File: config.mk
export PLATFORM = sky130hd
export DESIGN_NAME = pcm_envelope_shaper
export DESIGN_NICKNAME = d
export VERILOG_FILES = /design/src/rtl/pcm_envelope_shaper_pkg.sv /design/src/rtl/env_tick_prescaler.sv /design/src/rtl/pcm_envelope_shaper.sv
export SDC_FILE = /design/constraint.sdc
export NUM_CORES = 1
export LEC_CHECK = 0
export CORE_MARGIN = 5
export CORE_UTILIZATION = 66
export DETAILED_ROUTE_END_ITERATION = 7
export PLACE_DENSITY = 0.94
export RECOVER_POWER = 50
export SLEW_MARGIN = 20
export SYNTH_ARGS = -nofsm -noshare
export SYNTH_HDL_FRONTEND = slang
export SYNTH_SLANG_ARGS = --single-unit
File: constraint.sdc
create_clock -name clk -period 8.7 [get_ports clk]
set_input_delay 0.87 -clock clk [delete_from_list [all_inputs] [get_ports clk]]
set_output_delay 0.87 -clock clk [all_outputs]
set_load 0.01 [all_outputs]
File: src/rtl/pcm_envelope_shaper_pkg.sv
// Shared definitions for the ADSR envelope shaper: state encoding, default widths, rate helper.
package pcm_envelope_shaper_pkg;

    typedef enum logic [2:0] {
        ENV_IDLE    = 3'd0,
        ENV_ATTACK  = 3'd1,
        ENV_DECAY   = 3'd2,
        ENV_SUSTAIN = 3'd3,
        ENV_RELEASE = 3'd4
    } env_state_e;

    localparam int PCM_W_DEFAULT    = 16;
    localparam int ENV_W_DEFAULT    = 8;
    localparam int TICK_DIV_DEFAULT = 256;
    localparam int RATE_W           = 4;
    localparam int ENV_MAX          = 2**ENV_W_DEFAULT - 1;

    // A rate code r moves the level by r+1 per tick, so a zero code still makes progress.
    function automatic logic [RATE_W:0] rate_step(input logic [RATE_W-1:0] rate);
        return {1'b0, rate} + (RATE_W+1)'(1);
    endfunction

endpackage

File: src/rtl/env_tick_prescaler.sv
// Free-running divider producing a one-cycle envelope step tick every TICK_DIV clocks.
module env_tick_prescaler
    import pcm_envelope_shaper_pkg::*;
#(
    parameter int TICK_DIV = TICK_DIV_DEFAULT
) (
    input  logic clk,
    input  logic reset,
    output logic tick
);

    localparam int              CNT_W = $clog2(TICK_DIV);
    localparam logic [CNT_W-1:0] LAST = CNT_W'(TICK_DIV - 1);

    logic [CNT_W-1:0] count;

    // NOTE: clocked state is only ever written with <= so every flop sees the pre-edge values.
    always_ff @(posedge clk or posedge reset) begin
        if (reset)
            count <= '0;
        else if (count == LAST)
            count <= '0;
        else
            count <= count + CNT_W'(1);
    end

    assign tick = (count == LAST);

endmodule

File: src/rtl/pcm_envelope_shaper.sv
// ADSR envelope generator scaling unsigned PCM samples on their way to the PDM stage.
// Define ENV_GATE_SYNC_EN to pass an asynchronous gate through a 2-flop synchroniser.
module pcm_envelope_shaper
    import pcm_envelope_shaper_pkg::*;
#(
    parameter int PCM_W    = PCM_W_DEFAULT,
    parameter int ENV_W    = ENV_W_DEFAULT,
    parameter int TICK_DIV = TICK_DIV_DEFAULT
) (
    input  logic              clk,
    input  logic              reset,
    input  logic              gate,
    input  logic [RATE_W-1:0] attack_rate,
    input  logic [RATE_W-1:0] decay_rate,
    input  logic [ENV_W-1:0]  sustain_level,
    input  logic [RATE_W-1:0] release_rate,
    input  logic [PCM_W-1:0]  pcm_in,
    output logic [PCM_W-1:0]  pcm_out,
    output logic [ENV_W-1:0]  env_level,
    output logic [2:0]        env_state
);

    localparam logic [ENV_W-1:0] LEVEL_MAX = '1;
    localparam int               PROD_W    = PCM_W + ENV_W + 1;

    logic             tick;
    logic             gate_q, gate_prev, rise, fall;
    env_state_e       state, state_next;
    logic [ENV_W-1:0] level, level_next;
    logic [ENV_W:0]   level_ext, a_step, d_step, r_step, attack_sum, scale;
    logic [ENV_W-1:0] decay_next, release_next;

    env_tick_prescaler #(.TICK_DIV(TICK_DIV)) u_prescaler (
        .clk   (clk),
        .reset (reset),
        .tick  (tick)
    );

`ifdef ENV_GATE_SYNC_EN
    logic gate_meta, gate_sync;

    always_ff @(posedge clk or posedge reset) begin
        if (reset)
            {gate_sync, gate_meta} <= 2'b00;
        else
            {gate_sync, gate_meta} <= {gate_meta, gate};
    end

    assign gate_q = gate_sync;
`else
    assign gate_q = gate;
`endif

    always_ff @(posedge clk or posedge reset) begin
        if (reset)
            gate_prev <= 1'b0;
        else
            gate_prev <= gate_q;
    end

    assign rise = gate_q & ~gate_prev;
    assign fall = ~gate_q & gate_prev;

    // One extra bit of headroom lets every step compare against full scale or zero without wrapping.
    assign level_ext    = {1'b0, level};
    assign a_step       = (ENV_W+1)'(rate_step(attack_rate));
    assign d_step       = (ENV_W+1)'(rate_step(decay_rate));
    assign r_step       = (ENV_W+1)'(rate_step(release_rate));
    assign attack_sum   = level_ext + a_step;
    assign decay_next   = (level_ext >= d_step + {1'b0, sustain_level}) ?
                          level - d_step[ENV_W-1:0] : sustain_level;
    assign release_next = (level_ext > r_step) ? level - r_step[ENV_W-1:0] : '0;

    always_ff @(posedge clk or posedge reset) begin
        if (reset) begin
            state <= ENV_IDLE;
            level <= '0;
        end else begin
            state <= state_next;
            level <= level_next;
        end
    end

    // NOTE: hold-current defaults come first so no branch leaves a comb output unassigned (no latch).
    always_comb begin
        state_next = state;
        level_next = level;
        unique case (state)
            ENV_IDLE: begin
                if (rise)
                    state_next = ENV_ATTACK;
            end
            ENV_ATTACK: begin
                if (fall) begin
                    state_next = ENV_RELEASE;
                end else if (tick) begin
                    if (attack_sum >= {1'b0, LEVEL_MAX}) begin
                        level_next = LEVEL_MAX;
                        state_next = ENV_DECAY;
                    end else begin
                        level_next = attack_sum[ENV_W-1:0];
                    end
                end
            end
            ENV_DECAY: begin
                if (fall) begin
                    state_next = ENV_RELEASE;
                end else if (level <= sustain_level) begin
                    state_next = ENV_SUSTAIN;
                end else if (tick) begin
                    level_next = decay_next;
                    if (decay_next == sustain_level)
                        state_next = ENV_SUSTAIN;
                end
            end
            ENV_SUSTAIN: begin
                if (fall)
                    state_next = ENV_RELEASE;
                else
                    level_next = sustain_level;
            end
            ENV_RELEASE: begin
                // A retrigger restarts the attack from wherever the release had got to.
                if (rise) begin
                    state_next = ENV_ATTACK;
                end else if (tick) begin
                    level_next = release_next;
                    if (release_next == '0)
                        state_next = ENV_IDLE;
                end
            end
            default: begin
                state_next = ENV_IDLE;
                level_next = '0;
            end
        endcase
    end

    // level+1 makes full scale an exact unity gain after the ENV_W shift.
    always_comb begin
        env_state = state;
        env_level = level;
        scale     = (level == '0) ? '0 : level_ext + (ENV_W+1)'(1);
    end

    always_ff @(posedge clk or posedge reset) begin
        if (reset)
            pcm_out <= '0;
        else
            pcm_out <= PCM_W'((PROD_W'(pcm_in) * PROD_W'(scale)) >> ENV_W);
    end

endmodule
# After elaboration in Yosys (flattened, before gate mapping)
# Cells that the tools add are included.
[word_totals]
reg_bits = 36
in_bits = 39
[op_classes]
addsub = 9
n_mul = 1
magnitude_cmp = 4
n_eq_ne = 22
muxes = 27
bitwise = 5
n_reduce_logical = 5
[op_table]
columns = ["op", "n"]
rows = [
  ["$mux W8", 12],
  ["$pmux W8 S5", 1],
  ["$mux W3", 12],
  ["$mul A16 B9 Y24", 1],
  ["$ne A2 B2 Y1 const B", 10],
  ["$logic_not A8 Y1", 2],
  ["$sub A8 B5 Y8", 2],
  ["$add A4 B1 Y5 const B", 3],
  ["$pmux W3 S5", 1],
  ["$ne A3 B3 Y1 const B", 4],
  ["$add A5 B8 Y9", 1],
  ["$add A8 B1 Y9 const B", 1],
  ["$add A8 B5 Y9", 1],
  ["$ge A8 B9 Y1", 1],
  ["$ge A9 B8 Y1 const B", 1],
  ["$mux W9", 1],
  ["$reduce_and A9 Y1", 1],
  ["$add A8 B1 Y8 const B", 1],
  ["$eq A8 B8 Y1", 1],
  ["$eq A8 B8 Y1 const B", 1],
  ["$gt A8 B5 Y1", 1],
  ["$le A8 B8 Y1", 1],
  ["$ne A4 B4 Y1 const B", 2],
  ["$reduce_and A8 Y1", 1],
  ["other kinds (6)", 10],
]

# Logic depth before layout (Yosys ltp)
# Gate-level depths: netlist (run 1).
[logic_depth]
ltp_word = 10
depth_mapped = 23

# Cells and area by module
# A second synthesis (run 1) with hierarchy kept.
[hier_totals]
cells_unflattened = 906
area_unflattened_um2 = 7810.0
[by_module_without_submodules]
columns = ["module", "n_inst", "cells_per_inst", "area_each_um2", "seq_area_each_um2"]
rows = [
  ["pcm_envelope_shaper", 1, 875, 7463.4, 700.7],
  ["env_tick_prescaler", 1, 31, 346.6, 200.2],
]

# Worst setup path after synthesis (run 1)
# No wires, ideal clock.
[synth_timing]
path_kind = "register to register"
start = "register level[1] (netlist: env_level[1])"
end = "register pcm_out[15]"
arrival_ns = 5.950
required_ns = 8.620
slack_ns = 2.670
stages_incl_launch_ff = 23
path_cell_list = "dfrtp_1 inv_1 ha_1 nor4b_2 and2_1 nor2_1 clkbuf_1 nand2_1 fa_1 inv_1 fa_1 inv_1 fa_1 inv_1 fa_1 ha_1 or3_1 a31o_1 a221oi_4 a21oi_2 a211o_1 a311oi_2 xnor2_1"
[synth_between]
elab_chain_cells = 3
word_cells_on_any_way = 4
[synth_rtl]
columns = ["item", "line_no", "text"]
rows = [
  ["start: declaration", "pcm_envelope_shaper.sv:29", "logic [ENV_W-1:0] level, level_next;"],
  ["start signal: assignment", "pcm_envelope_shaper.sv:80", "level <= level_next;"],
  ["$add A8 B1 Y9 or $logic_not A8 Y1 (tied branches)", "pcm_envelope_shaper.sv:143", "scale = (level == '0) ? '0 : level_ext + (ENV_W+1)'(1);"],
  ["$mux W9 (*)", "pcm_envelope_shaper.sv:143", ""],
  ["$mul A16 B9 Y24 (*)", "pcm_envelope_shaper.sv:150", "pcm_out <= PCM_W'((PROD_W'(pcm_in) * PROD_W'(scale)) >> ENV_W);"],
  ["end signal: assignment", "pcm_envelope_shaper.sv:150", ""],
  ["end: declaration", "pcm_envelope_shaper.sv:18", "output logic [PCM_W-1:0] pcm_out,"],
]
# Every way passes the cells marked *; elsewhere a longest branch is shown, timed or not.
# A chain may end at the register's enable or synchronous reset.

# Worst setup path after layout (run 1)
# Ends and elaborated chain as after synthesis.

==> impl_metrics.yaml, run 1 <==
die:
  dieArea_sq_mm: 0.01368
  core_sq_mm: 0.01132
  rows: 39
  ios: 66
  fp.dieH_um: 117.0
  fp.dieW_um: 117.0
  initial_core_util: 0.6669
sta:
  slew_headroom: -0.4090
  setup-tns-final_ps: 0
  fin_crit_ps: 6799
  fmax_mhz: 147.1
  final_hold_viol_count: 0
  maxSlewViolCount: 37
  rsz0062_at_grt: "no"
  timing.final.crit_share: 0.7815
  layout_setup_ws_ps: 1901
  tightest_slew_ps: 2113
  final.setup_skew_ps: 9.091
  finalSetupViolCount: 0
global_routing:
  grt_pass1_wl_um: 31280
  grt_overflow: 0
  grt_max_degree: 37
  grt_pass1_vias: 6716
  antenna_found_initial: 0
  grtUsageTotal: 0.2877
yosys:
  synth_area_sq_mm: 0.007550
  ys_seq_area_frac: 0.1193
  netlist_instances: 896
  synth.avg_cell_area_sq_um: 8.426
  ys_types: 60
  ys_warn_count: 0
  synth_edf_count: 0
  async_flop_share: 1.000
  synth_flop_cell: "dfrtp_1"
  ys_ff_latch: 36
  synth_nets: 1116
cts:
  clkSinkCount: 36
  clockBufferDepth: 2
  cts-root-buf: "clkbuf_16"
  cts_resized: 0
  clk_pin_slew_ps: 60
  clock_latency_ps: 290
  post_cts_buffers: 0
  postCtsHoldBufs: 0
  cts_tree: "done"
  h-tree-depth: 2
  numCtsBuffers: 5
detailed_routing:
  wirelength_um: 18550
  wl_per_cell_um: 17.08
  vias: 6427
  drc: 0
  dr.pass1.iters: 7
  ant_nets: 0
  routed_via_density: 5.918
  drtIter0Drc: 498
worst_setup_path:
  crit_type: "register to register"
  path_max_fanout: 16
  startpoint: "env_level[1]$_DFFE_PP0P_"
  cp_cell_sequence: "inv_1 -> ha_1 -> nor4b_2 -> and2_1 -> nor2_1 -> nand2_1 -> fa_1 -> inv_1 -> fa_1 -> inv_1 -> fa_1 -> inv_1 -> fa_1 -> ha_1 -> or3_1 -> a31o_1 -> a221oi_4 -> a21oi_2 -> a211o_1 -> a311oi_2 -> xnor2_1"
  cp_data_required_time_ps: 8920
  reg2reg_from: "env_level[1]$_DFFE_PP0P_"
  start_kind: "register"
  cp_slowest_cell: "nor2_1"
  slowest_delay_ps: 780
  crit_path_end_kind: "register"
  cp_data_arrival_time_ps: 7020
final_layout:
  final_area_sq_mm: 0.008457
  fin_cells: 1086
  syn_to_final_growth_pct: 12.02
  layout-drive-gt1-share: 0.03393
  insertedDiodeCount: 0
  final_nets: 1162
hold_path:
  holdCritStartpoint: "u_prescaler.count[0]$_DFF_PP0_"
  min_path_type: "register to register"
placement:
  placedCellCount: 1078
  dp_hpwl_um: 14400
  place_ws_ps: 1984
  postPlaceCellArea_sq_mm: 0.008307
  port_buffers: 65
  gp_congestion: 0.9316
outcome:
  violations: "capacitance limit, slew limit"
  status: "finished, violations left"
power:
  p_leak_nw: 4.200
  p_per_area_mw_per_mm2: 423.7
  vdd.ir_drop.worst_mv: 0.4957
flow_run:
  maxCapViolations: 1
==> registers in the layout (all words and copies together), names as in the netlist <==
register / count
env_state: 3
env_level: 8
u_prescaler.count: 8
pcm_out: 16
gate_prev: 1
==> critical path, delay by kind of cell, from the launching register on <==
family | cells | cell delay [ps]
AO/OA/AOI/OAI | 5 | 1410
XOR/XNOR | 1 | 150
adder cells (fa/ha/maj) | 6 | 2480
buffers and inverters | 4 | 410
flip-flops | 1 | 560
AND/OR/NAND/NOR | 5 | 1690
==> final timing paths <==
path,end,slack [ps],depth (start not counted)
worst min register to register,u_prescaler.count[0]$_DFF_PP0_,480,1
worst max register to register,pcm_out[15]$_DFF_PP0_,1900,21
worst max-delay path,pcm_out[15]$_DFF_PP0_,1900,21
min in group asynchronous,u_prescaler.count[3]$_DFF_PP0_,1790,3
worst min-delay path,u_prescaler.count[0]$_DFF_PP0_,480,1
max in group asynchronous,pcm_out[6]$_DFF_PP0_,5700,3
==> metrics by stage <==
step                hold WS [ps]    util  power, mW
detailed placement         474.9  0.7338      3.354
finish                     484.1  0.7470      3.583
global placement           472.6  0.7338      3.181
CTS                        483.0  0.7469      3.578
global route               512.2  0.7470      3.997
floorplan                  453.1       -      2.616
==> report_power, final <==
part           leakage, nW  internal, mW  switching, mW
Sequential           0.453         0.247         0.0843
Combinational         3.68          1.33           1.74
Clock               0.0660         0.107         0.0778
==> logic make-up after synthesis <==
family / after synthesis / share of synthesized area
adder cells (fa/ha/maj): 181 / 0.4004
XOR/XNOR: 58 / 0.06728
AND/OR/NAND/NOR: 307 / 0.1995
AO/OA/AOI/OAI: 112 / 0.1013
multiplexers: 13 / 0.01806
flip-flops: 36 / 0.1193
buffers and inverters: 189 / 0.09413
==> layout by cell type, fill, tap and decap left out, drive strengths merged, types with 6 or more instances in the layout <==
master	count
clkbuf	6
nand2b	13
nand3	26
nor2	46
dfrtp	36
nor3	13
and2	62
xor2	16
fa	101
clkdlybuf4s50	59
o21a	7
a21o	6
nand2	112
nor2b	6
xnor2	42
a21oi	36
mux2i	8
dlygate4sd3	6
ha	80
inv	156
o21ai	23
buf	6
==> Yosys cell counts (all sizes together), types with 2 or more instances <==
library cell | count | share of area
a31oi | 2 | 0.0017
nor4 | 5 | 0.0041
nand4 | 5 | 0.0041
nand3 | 26 | 0.017
o21a | 7 | 0.0070
or3 | 3 | 0.0025
mux2i | 8 | 0.011
and2 | 62 | 0.051
nor3 | 13 | 0.0093
nand2b | 13 | 0.011
nor2b | 6 | 0.0050
or4 | 2 | 0.0020
fa | 101 | 0.27
a21boi | 2 | 0.0025
nor4bb | 2 | 0.0027
or2 | 3 | 0.0025
a21oi | 36 | 0.024
o32ai | 3 | 0.0035
o31ai | 2 | 0.0020
ha | 80 | 0.13
o21ai | 23 | 0.015
a21o | 6 | 0.0060
and3 | 5 | 0.0041
o211a | 3 | 0.0040
o41ai | 3 | 0.0035
a31o | 3 | 0.0035
clkbuf | 19 | 0.0094
a211o | 2 | 0.0023
a221oi | 2 | 0.0055
xor2 | 16 | 0.019
buf | 14 | 0.0071
dfrtp | 36 | 0.12
a211oi | 4 | 0.0040
nand2 | 112 | 0.056
xnor2 | 42 | 0.049
a311oi | 3 | 0.0043
nor2 | 46 | 0.023
inv | 156 | 0.078
o22ai | 2 | 0.0017
mux2 | 5 | 0.0075
==> cell type report <==
| type | instances | area (sq um) |
|---|---|---|
| sequential | 36 | 900.9 |
| fill | 769 | 2864 |
| clock inverter | 3 | 23.77 |
| inverter | 156 | 585.6 |
| multi-input combinational | 671 | 5943 |
| timing repair buffer | 72 | 699.4 |
| clock buffer | 5 | 125.1 |
| tap | 143 | 178.9 |
==> routing by layer <==
| layer | vias to the layer above | track usage | share of wire |
|---|---|---|---|
| met5 | - | 0 | 0 |
| met4 | 0 | 0.09327 | 0.029 |
| met3 | 65 | 0.05913 | 0.084 |
| met2 | 312 | 0.4786 | 0.48 |
| met1 | 3104 | 0.3789 | 0.41 |
| li1 | 2946 | - | - |
Note: power is estimated with default switching activity, not from simulation.
==> run 2: changes to the inputs <==
--- a/config.mk
+++ b/config.mk
@@ -6,9 +6,9 @@
 export NUM_CORES = 1
 export LEC_CHECK = 0
 export CORE_MARGIN = 5
-export CORE_UTILIZATION = 66
+export CORE_UTILIZATION = 61
 export DETAILED_ROUTE_END_ITERATION = 7
-export PLACE_DENSITY = 0.94
+export PLACE_DENSITY = 0.88
 export RECOVER_POWER = 50
 export SLEW_MARGIN = 20
 export SYNTH_ARGS = -nofsm -noshare
==> constraint.sdc (replaced) <==
create_clock -name clk -period 6.5 [get_ports clk]
set_input_delay 0.65 -clock clk [delete_from_list [all_inputs] [get_ports clk]]
set_output_delay 0.65 -clock clk [all_outputs]
set_load 0.01 [all_outputs]
==> run 2 against run 1 <==
The flow still finishes with violations (capacitance limit, slew limit); final cell count up 3.4%; clock power rose by 57%; design area up 1.6%; sequential power grew 14%; clock-buffer cell count stayed put; combinational power is 36% higher; fmax is 12% higher; worst setup slack worse by 1500 ps; critical path depth up 1; first-iteration DRC count shrank 11%; critical path type unchanged; largest cell class unchanged; highest routed layer unchanged.
==> impl_metrics.yaml, run 2 (synthesis gave the netlist of run 1 again) <==
sta:
  fmax_mhz: 164.8
  whs_ps: 498.1
  rsz0062_at_grt: "no"
  tightest_slew_ps: 2027
  timing.final.crit_share: 0.9336
  maxSlewViolCount: 37
  slew_headroom: -0.3515
  final_hold_viol_count: 0
  finalSetupViolCount: 0
  fin_crit_ps: 6068
  final.setup_skew_ps: 6.537
  setup-tns-final_ps: 0
  layout_setup_ws_ps: 431.8
outcome:
  status: "finished, violations left"
  violations: "capacitance limit, slew limit"
worst_setup_path:
  cp_data_arrival_time_ps: 6290
  path_max_fanout: 16
  crit_path_end_kind: "register"
  crit_type: "register to register"
  start_kind: "register"
  cp_data_required_time_ps: 6720
flow_run:
  maxCapViolations: 1
cts:
  cts_tree: "done"
  post_cts_buffers: 0
  clockBufferDepth: 2
  clkSinkCount: 36
  clk_pin_slew_ps: 60
  postCtsHoldBufs: 0
  h-tree-depth: 2
  cts-root-buf: "clkbuf_16"
  clock_latency_ps: 290
  cts_resized: 0
  numCtsBuffers: 5
global_routing:
  grt_overflow: 0
  grt_max_degree: 37
  grtUsageTotal: 0.2524
  antenna_found_initial: 0
  grt_pass1_vias: 6400
  grt_pass1_wl_um: 30210
die:
  fp.dieW_um: 121.3
  dieArea_sq_mm: 0.01470
  rows: 40
  core_sq_mm: 0.01206
  initial_core_util: 0.6259
  fp.dieH_um: 121.3
  ios: 66
hold_path:
  min_path_type: "register to register"
placement:
  dp_hpwl_um: 13910
  place_ws_ps: 448.1
  gp_congestion: 0.9161
  port_buffers: 65
final_layout:
  final_common_cell: "inv_1"
  syn_to_final_growth_pct: 13.85
  largest-register: "pcm_out"
  layout-drive-gt1-share: 0.04503
  final_nets: 1174
  insertedDiodeCount: 0
  largest_reg_flops: 16
  final_cell_mix: "inv_1 (156), nand2_1 (112), fa_1 (101)"
detailed_routing:
  ant_nets: 0
  drc: 0
  wirelength_um: 17600
  vias: 6304
  wl_per_cell_um: 15.67
  dr.pass1.iters: 5
  drtIter0Drc: 445
  routed_via_density: 5.614
power:
  power_frac_comb: 0.862
  power.share.sequential: 0.078
  switchingPower_mw: 2.518
  p_per_area_mw_per_mm2: 563.0
  vdd.ir_drop.worst_mv: 0.6084
  cell_internal_pwr_mw: 2.321
  p_leak_nw: 4.274
  clockPowerShare: 0.060
  p_sw_frac: 0.5203
## run 2: path summary, 6_finish.rpt
kind,from,endpoint,slack (ps),depth (start not counted)
hold reg to reg,u_prescaler.count[4]$_DFF_PP0_,u_prescaler.count[4]$_DFF_PP0_,500,1
max in group asynchronous,reset,pcm_out[7]$_DFF_PP0_,3810,3
setup reg to reg,env_level[1]$_DFFE_PP0P_,pcm_out[15]$_DFF_PP0_,430,22
min in group asynchronous,reset,u_prescaler.count[2]$_DFF_PP0_,1530,3
hold / removal,u_prescaler.count[4]$_DFF_PP0_,u_prescaler.count[4]$_DFF_PP0_,500,1
setup / recovery,env_level[1]$_DFFE_PP0P_,pcm_out[15]$_DFF_PP0_,430,22
## run 2: cell type report
class / count / area [sq um]
multi-input combinational: 671 / 5938
fill: 860 / 3466
sequential: 36 / 900.9
timing repair buffer: 84 / 789.5
inverter: 156 / 585.6
tap: 168 / 210.2
clock buffer: 5 / 125.1
clock inverter: 3 / 46.29
## run 2: power by group through the flow
stage                     sequential (mW)  combinational, mW  clock [mW]
after global routing                0.388               4.76       0.301
final                               0.378               4.17       0.289
after floorplan                     0.421               3.08           0
after CTS                           0.378               4.19       0.293
after global placement              0.380               3.98           0
after detailed placement            0.380               4.14           0
## run 2: worst max-delay path: stages, from the launching register on
cell and delay, ps:
dfrtp_1 560, inv_1 130, ha_1 200, nor4b_2 170, and2_1 180, nor2_1 110, buf_4 240, nand2_1 110
fa_1 540, inv_1 60, fa_1 510, inv_1 60, fa_1 470, inv_1 50, fa_1 470, ha_1 240
or3_1 350, a31o_1 230, a221oi_4 320, a21oi_2 190, a211o_1 360, a311oi_2 300, xnor2_1 140
## run 2: metal layers
layer,vias to the layer above,track usage,routed length (um)
li1,2969,-,-
met1,3067,0.3523,7699
met2,248,0.4182,8410
met3,20,0.03963,1278
met4,0,0.05392,208
met5,-,0,0
## run 2: per-stage QoR
step                      instances  power (mW)  utilization  area, sq um
after CTS                      1123       4.859       0.7130         8600
after global placement         1115       4.359       0.6988         8428
after detailed placement       1115       4.525       0.6988         8428
final                          1123       4.839       0.7127         8596
after global routing           1123       5.451       0.7127         8596
after floorplan                 896       3.502            -         7550
